`config.mk`:
```
export PLATFORM = sky130hd
export DESIGN_NAME = phase_shift_multi
export DESIGN_NICKNAME = d
export VERILOG_FILES = /design/src/rtl/phase_shift_pkg.sv /design/src/rtl/phase_step_unit.sv /design/src/rtl/phase_shift_multi.sv
export SDC_FILE = /design/constraint.sdc
export NUM_CORES = 1
export LEC_CHECK = 0
export CAP_MARGIN = 15
export CORE_AREA = 2 2 85 103
export CTS_CLUSTER_SIZE = 24
export DETAILED_ROUTE_END_ITERATION = 8
export DIE_AREA = 0 0 87 105
export PLACE_DENSITY = 0.8
export SKIP_LAST_GASP = 1
export SLEW_MARGIN = 0
export SYNTH_ARGS = -nofsm -noshare
export SYNTH_HDL_FRONTEND = slang
export SYNTH_HIERARCHICAL = 1
export SYNTH_SLANG_ARGS = --single-unit
```
`constraint.sdc`:
```
create_clock -name clk_i -period 6.5 [get_ports clk_i]
set_input_delay 1.3 -clock clk_i [delete_from_list [all_inputs] [get_ports clk_i]]
set_output_delay 1.3 -clock clk_i [all_outputs]
set_load 0.03 [all_outputs]
```
`src/rtl/phase_shift_pkg.sv`:
```
// Shared definitions for the multi-channel DCM phase-shift controller.
//   ps_state_e  : per-channel FSM state encoding
//   ERR_OVF/TMO : bit positions inside each channel's 2-bit error field
//   PSEN_CYCLES : width of a DCM PSEN pulse in clk_i cycles
//   clamp_phase : saturate a requested phase to +/-lim
package phase_shift_pkg;

  typedef enum logic [1:0] {
    ST_WAIT_LOCK = 2'd0,
    ST_IDLE      = 2'd1,
    ST_STEP      = 2'd2,
    ST_WAIT_DONE = 2'd3
  } ps_state_e;

  localparam int ERR_OVF     = 0;
  localparam int ERR_TMO     = 1;
  localparam int PSEN_CYCLES = 1;

  function automatic int clamp_phase(input int v, input int lim);
    if (v > lim) return lim;
    if (v < -lim) return -lim;
    return v;
  endfunction

endpackage

```
`src/rtl/phase_step_unit.sv`:
```
// One DCM phase-shift channel: walks the DCM phase one PSEN step at a time
// from the actual phase towards a latched, saturated target.
// Optional feature: define PHASE_TIMEOUT_EN to abort a step whose PSDONE
// does not arrive within TMO cycles (sets err bit1).
//
// Ports
//   clk_i, rst_n_i        clock and synchronised active-low reset
//   default_i             DCM phase after its own reset / relock
//   value_i, load_i       requested phase and load strobe
//   value_o               actual DCM phase
//   done_o, busy_o        target reached pulse / stepping in progress
//   psen_o, psincdec_o    DCM phase-shift controls
//   psdone_i, ovf_i       DCM PSDONE and STATUS[0]
//   locked_i              DCM lock (already qualified)
//   clear_err_i, err_o    sticky errors {timeout, overflow}
//
// state        | meaning
// -------------+-----------------------------------------------------
// WAIT_LOCK    | DCM unlocked; actual follows default_i, no stepping
// IDLE         | compare actual with target, report done
// STEP         | one-cycle PSEN pulse, direction latched
// WAIT_DONE    | waiting for PSDONE (or timeout) to commit the step
module phase_step_unit
  import phase_shift_pkg::*;
#(
  parameter int PW   = 9,
  parameter int PMAX = 255,
  parameter int TMO  = 1024
) (
  input  logic          clk_i,
  input  logic          rst_n_i,
  input  logic [PW-1:0] default_i,
  input  logic [PW-1:0] value_i,
  input  logic          load_i,
  output logic [PW-1:0] value_o,
  output logic          done_o,
  output logic          busy_o,
  output logic          psen_o,
  output logic          psincdec_o,
  input  logic          psdone_i,
  input  logic          ovf_i,
  input  logic          locked_i,
  input  logic          clear_err_i,
  output logic [1:0]    err_o
);

  if (PMAX < 1 || PMAX >= (1 << (PW - 1))) begin : g_pmax_chk
    $error("PMAX must fit in a signed PW-bit value");
  end
  if (TMO < 2) begin : g_tmo_chk
    $error("TMO must be at least 2");
  end

  ps_state_e             state_q, state_d;
  logic signed [PW-1:0]  actual_q, actual_d;
  logic signed [PW-1:0]  tgt_q, tgt_d;
  logic                  tgt_vld_q, tgt_vld_d;
  logic                  dir_q, dir_d;
  logic                  pend_q, pend_d;
  logic [1:0]            err_q, err_d;

  logic signed [PW-1:0]  tgt;
  logic signed [PW-1:0]  load_val;
  logic                  step_up;
  logic                  tmo_hit;

  // Until the first lock the target is simply the DCM default phase.
  assign tgt      = tgt_vld_q ? tgt_q : $signed(default_i);
  assign load_val = PW'(clamp_phase(int'($signed(value_i)), PMAX));
  assign step_up  = (tgt > actual_q);

`ifdef PHASE_TIMEOUT_EN
  localparam int CW = (TMO > 2) ? $clog2(TMO) : 1;
  logic [CW-1:0] tmo_q, tmo_d;

  // Loaded in STEP so the terminal count lands on the TMO-th cycle after PSEN.
  always_comb begin
    tmo_d = tmo_q;
    if (state_q == ST_STEP) tmo_d = CW'(TMO - 2);
    else if (state_q == ST_WAIT_DONE && tmo_q != '0) tmo_d = tmo_q - CW'(1);
  end

  assign tmo_hit = (state_q == ST_WAIT_DONE) && (tmo_q == '0) && !psdone_i;

  always_ff @(posedge clk_i or negedge rst_n_i) begin
    if (!rst_n_i) tmo_q <= '0;
    else          tmo_q <= tmo_d;
  end
`else
  assign tmo_hit = 1'b0;
`endif

  always_comb begin
    state_d    = state_q;
    actual_d   = actual_q;
    tgt_d      = tgt_q;
    tgt_vld_d  = tgt_vld_q;
    dir_d      = dir_q;
    pend_d     = pend_q;
    err_d      = err_q;
    value_o    = actual_q;
    done_o     = 1'b0;
    busy_o     = 1'b0;
    psen_o     = 1'b0;
    psincdec_o = 1'b0;

    if (clear_err_i) err_d = '0;

    unique case (state_q)
      ST_WAIT_LOCK: begin
        value_o  = default_i;
        actual_d = default_i;
        if (!tgt_vld_q) tgt_d = default_i;
        if (locked_i) begin
          tgt_vld_d = 1'b1;
          state_d   = ST_IDLE;
        end
      end
      ST_IDLE: begin
        if (actual_q != tgt) begin
          busy_o  = 1'b1;
          state_d = ST_STEP;
        end else if (pend_q) begin
          done_o = 1'b1;
          pend_d = 1'b0;
        end
      end
      ST_STEP: begin
        busy_o     = 1'b1;
        psen_o     = 1'b1;
        psincdec_o = step_up;
        dir_d      = step_up;
        state_d    = ST_WAIT_DONE;
      end
      ST_WAIT_DONE: begin
        busy_o = 1'b1;
        if (psdone_i) begin
          pend_d  = 1'b1;
          state_d = ST_IDLE;
          if (ovf_i) begin
            // DCM refused the step: stop where it is.
            tgt_d          = actual_q;
            tgt_vld_d      = 1'b1;
            err_d[ERR_OVF] = 1'b1;
          end else begin
            actual_d = dir_q ? actual_q + PW'(1) : actual_q - PW'(1);
          end
        end else if (tmo_hit) begin
          tgt_d          = actual_q;
          tgt_vld_d      = 1'b1;
          err_d[ERR_TMO] = 1'b1;
          pend_d         = 1'b1;
          state_d        = ST_IDLE;
        end
      end
      default: state_d = ST_WAIT_LOCK;
    endcase

    if (load_i) begin
      tgt_d     = load_val;
      tgt_vld_d = 1'b1;
      pend_d    = 1'b1;
    end

    // Lock loss overrides everything; the target survives for the re-step.
    if (!locked_i) state_d = ST_WAIT_LOCK;
  end

  always_ff @(posedge clk_i or negedge rst_n_i) begin
    if (!rst_n_i) begin
      state_q   <= ST_WAIT_LOCK;
      actual_q  <= '0;
      tgt_q     <= '0;
      tgt_vld_q <= 1'b0;
      dir_q     <= 1'b0;
      pend_q    <= 1'b0;
      err_q     <= '0;
    end else begin
      state_q   <= state_d;
      actual_q  <= actual_d;
      tgt_q     <= tgt_d;
      tgt_vld_q <= tgt_vld_d;
      dir_q     <= dir_d;
      pend_q    <= pend_d;
      err_q     <= err_d;
    end
  end

  assign err_o = err_q;

endmodule

```
`src/rtl/phase_shift_multi.sv`:
```
// NCH independent DCM phase-shift channels sharing one clock and one
// reset synchroniser. Optional macro PHASE_TIMEOUT_EN enables the per-channel
// PSDONE timeout (err bit1); without it err bit1 is always 0.
//
// Ports
//   clk_i, reset_n_i      clock (also DCM PSCLK), async active-low reset
//   default_i             DCM phase after its own reset
//   value_i, load_i       packed per-channel requested phase / load strobes
//   value_o               packed per-channel actual phase
//   done_o, busy_o        per-channel done pulse / busy
//   dcm_psen_o, dcm_psincdec_o, dcm_psdone_i, dcm_ovf_i, dcm_locked_i
//                         per-channel DCM phase-shift interface
//   clear_err_i, err_o    clear all sticky errors / {tmo,ovf} per channel
module phase_shift_multi
  import phase_shift_pkg::*;
#(
  parameter int NCH  = 2,
  parameter int PW   = 9,
  parameter int PMAX = 255,
  parameter int TMO  = 1024
) (
  input  logic              clk_i,
  input  logic              reset_n_i,
  input  logic [PW-1:0]     default_i,
  input  logic [NCH*PW-1:0] value_i,
  input  logic [NCH-1:0]    load_i,
  output logic [NCH*PW-1:0] value_o,
  output logic [NCH-1:0]    done_o,
  output logic [NCH-1:0]    busy_o,
  output logic [NCH-1:0]    dcm_psen_o,
  output logic [NCH-1:0]    dcm_psincdec_o,
  input  logic [NCH-1:0]    dcm_psdone_i,
  input  logic [NCH-1:0]    dcm_ovf_i,
  input  logic [NCH-1:0]    dcm_locked_i,
  input  logic              clear_err_i,
  output logic [2*NCH-1:0]  err_o
);

  if (NCH < 1 || NCH > 8) begin : g_nch_chk
    $error("NCH must be 1..8");
  end

  // Assertion is asynchronous through the flop clears; release takes two edges.
  logic [1:0] rst_sync_q, rst_sync_d;
  logic       rst_n;

  always_comb rst_sync_d = {rst_sync_q[0], 1'b1};

  always_ff @(posedge clk_i or negedge reset_n_i) begin
    if (!reset_n_i) rst_sync_q <= '0;
    else            rst_sync_q <= rst_sync_d;
  end

  assign rst_n = rst_sync_q[1];

  for (genvar i = 0; i < NCH; i++) begin : g_ch
    phase_step_unit #(
      .PW  (PW),
      .PMAX(PMAX),
      .TMO (TMO)
    ) u_step (
      .clk_i      (clk_i),
      .rst_n_i    (rst_n),
      .default_i  (default_i),
      .value_i    (value_i[i*PW +: PW]),
      .load_i     (load_i[i]),
      .value_o    (value_o[i*PW +: PW]),
      .done_o     (done_o[i]),
      .busy_o     (busy_o[i]),
      .psen_o     (dcm_psen_o[i]),
      .psincdec_o (dcm_psincdec_o[i]),
      .psdone_i   (dcm_psdone_i[i]),
      .ovf_i      (dcm_ovf_i[i]),
      .locked_i   (dcm_locked_i[i]),
      .clear_err_i(clear_err_i),
      .err_o      (err_o[2*i +: 2])
    );
  end

endmodule

```
==> results.py <==
metrics = {
    "synthesis": {
        "ys_async_sr_fraction_pct": 100.0,
        "synth-edff-count": 0,
        "ys_types": 46,
        "synthCells": 508,
        "synth_fp_nets": 590,
        "yosysTopAreaCell": "dfrtp_1",
        "synth_top_cell_area_share_pct": 28.67,
        "yosys-top-cells-area": "dfrtp_1, ha_1, mux2_2",
        "ys_seq_elements": 50,
        "synth_commonest_cells": "dfrtp_1, nand2_1, ha_1, o21ai_0",
        "yosys_warnings": 6,
        "ys_dominant_reg_cell": "dfrtp_1",
        "ys_seq_area_share_pct": 28.67,
        "syn_area_per_cell_um2": 8.591,
        "syn_area_mm2": 0.004364,
    },
    "floorplan": {
        "die_x_um": 87,
        "row_count": 36,
        "core_area_mm2": 0.008063,
        "die_area_mm2": 0.009135,
        "boundaryPins": 68,
        "die_h_um": 105,
        "start_util_pct": 54.13,
    },
    "worst_setup_path": {
        "critPathCaptureType": "output pin",
        "path_delay_family": "buffers and inverters",
        "slowest_stage": "clkdlybuf4s50_1",
        "critPathLaunchType": "input pin",
        "setup.worst_path.class": "in2out",
        "cpPeakStageDelay_ps": 590,
        "worst-path-buf-inv": 2,
        "cp_cell_sequence": "clkdlybuf4s50_1, mux2_2, ha_1, and4_1, a221o_1, a221o_1, and3_1, clkdlybuf4s50_1",
        "arrival_ps": 4240,
        "crit_required_ps": 5200,
        "worst-path-max-fanout": 6,
    },
    "drt": {
        "routed-via-count": 4032,
        "viasPerCell": 6.165,
        "drcViolationCount": 0,
        "drt_iter0_markers": 170,
        "wl_um": 12290,
        "dr.pass1.iters": 4,
        "drtAntennaViolNets": 0,
        "wire_per_inst_um": 18.78,
    },
    "sta": {
        "post-route-period-util_pct": 85.16,
        "post-route-min-period_ps": 5535,
        "worst_pin_slew_ps": 768.2,
        "max_clock_freq_ghz": 0.1807,
        "slew_headroom_pct": 48.79,
        "finalWorstSetupSlack_ps": 964.8,
        "rsz0062_at_grt": "false",
        "setup-tns-final_ps": 0,
        "drv_slew": 0,
        "hold_violations": 0,
        "skew_ps": 9.759,
        "setup_viol": 0,
    },
    "placement": {
        "hpwl_um": 8931,
        "routabilityCongestion": 0.9722,
        "pre_cts_slack_ps": 1000,
        "port-buffer-count": 65,
    },
    "run_status": {
        "outcome": "finished, final reports clean",
    },
    "clock_tree": {
        "numCtsBuffers": 5,
        "post_cts_buffers": 0,
        "clock_latency_ps": 310,
        "cts_resized": 0,
        "cts_buffer_depth": 2,
        "hold_buffers": 0,
        "h-tree-depth": 2,
        "cts_tree": "yes",
        "clkSlewWorstSetupHoldPaths_ps": 100,
        "cts.sinks": 50,
        "cts-root-buf": "clkbuf_8",
    },
    "job": {
        "cap_violations": 0,
    },
    "power_and_ir_drop": {
        "ir_drop_mv": 0.2367,
        "powerDensity_mw_per_mm2": 424.0,
        "leakagePower_uw": 0.002238,
        "power_uw": 2186,
    },
    "cells_and_area": {
        "utilization_pct": 63.95,
        "final_nets": 640,
        "drive_above_1_share_pct": 6.977,
        "syn2layout_area_growth_pct": 18.15,
        "fillers": 679,
        "antennaDiodeCount": 0,
    },
    "grt": {
        "grt_max_degree": 49,
        "grt_usage_pct": 27.61,
        "grt-ovfl-total": 0,
        "antenna_found_initial": 0,
        "grt_pass1_vias": 4134,
        "grt_first_pass_wirelength_um": 19880,
    },
    "worst_hold_path": {
        "hold_path_class": "reg2async",
    },
}
==> cells in the final DEF (no fill, tap or decap), types with 10 or more instances in the layout <==
cell,netlist,final
clkdlybuf4s50_1,0,65
o21ai_0,41,41
mux2i_1,20,20
a21oi_1,33,33
inv_1,33,33
o311ai_0,14,14
nand2_1,50,50
ha_1,42,42
a21o_1,10,10
dfrtp_1,50,49
mux2_2,22,22
nor3b_1,10,10
nor2b_1,20,20
nand3b_1,16,16
nor2_1,29,29
o21a_1,16,16
==> final timing paths <==
kind / start / end / slack, ps / depth (start not counted)
worst max-delay path: default_i[4] / dcm_psincdec_o[0] / 960 / 8
worst min-delay path: rst_sync_q[1] / g_ch[1].u_step/actual_q[8] / 130 / 0
worst min register to register: rst_sync_q[1] / g_ch[1].u_step/actual_q[8] / 130 / 0
min in group clk_i: rst_sync_q[0] / rst_sync_q[1] / 340 / 0
worst max register to register: g_ch[1].u_step/tgt_vld_q / g_ch[1].u_step/dir_q / 3800 / 7
max in group asynchronous: reset_n_i / rst_sync_q[1] / 5240 / 1
==> registers in the layout, indices dropped and copies added, names as in the netlist <==
signal and cells:
g_ch.u_step/state_q 4, rst_sync_q 2, g_ch.u_step/dir_q 2, g_ch.u_step/err_o 2, g_ch.u_step/pend_q 2, g_ch.u_step/tgt_vld_q 2
g_ch.u_step/actual_q 18, g_ch.u_step/tgt_q 18
==> final cells by class <==
type / instances / area [um2] / area share, %
multi-input combinational: 398 / 2854 / 55.35
clock inverter: 1 / 30.03 / 0.5824
tap: 95 / 118.9 / 2.305
inverter: 33 / 123.9 / 2.402
clock buffer: 7 / 76.32 / 1.480
sequential: 50 / 1252 / 24.29
timing repair buffer: 70 / 700.7 / 13.59
==> through the flow <==
stage	cells	hold slack [ps]	instance area, um2
2_1_floorplan	508	331.2	4364
3_3_place_gp	645	335.2	5030
3_5_place_dp	645	336.2	5030
4_1_cts	653	348.7	5136
5_1_grt	654	154.3	5156
6_report	654	133.2	5156
==> routing by layer <==
layer / vias to the layer above / global-route usage, % / routed length (um)
met2: 118 / 48.85 / 6192
met1: 1957 / 32.07 / 5039
li1: 1924 / - / -
met4: 0 / 13.06 / 554
met5: - / 0 / 0
met3: 33 / 3.712 / 499
==> power breakdown <==
part	switching [uW]	leakage, uW	total, uW	internal, uW
registers	117	0.000588	532	415
logic	805	0.00160	1430	624
clock network	110	0.0000524	226	116
total	1030	0.00224	2190	1150
==> kinds of logic after synthesis <==
| family | count (synthesis) | synth area share (%) |
|---|---|---|
| AOI/OAI and AO/OA | 140 | 20.73 |
| xor gates and xnor gates | 8 | 1.606 |
| adders and majority gates | 44 | 12.96 |
| buffers and inverters | 60 | 5.935 |
| DFF | 50 | 28.67 |
| muxes | 42 | 10.26 |
| other | 3 | 0.2580 |
| and+or+nand+nor | 161 | 19.58 |
(Power assumes the default switching activity.)
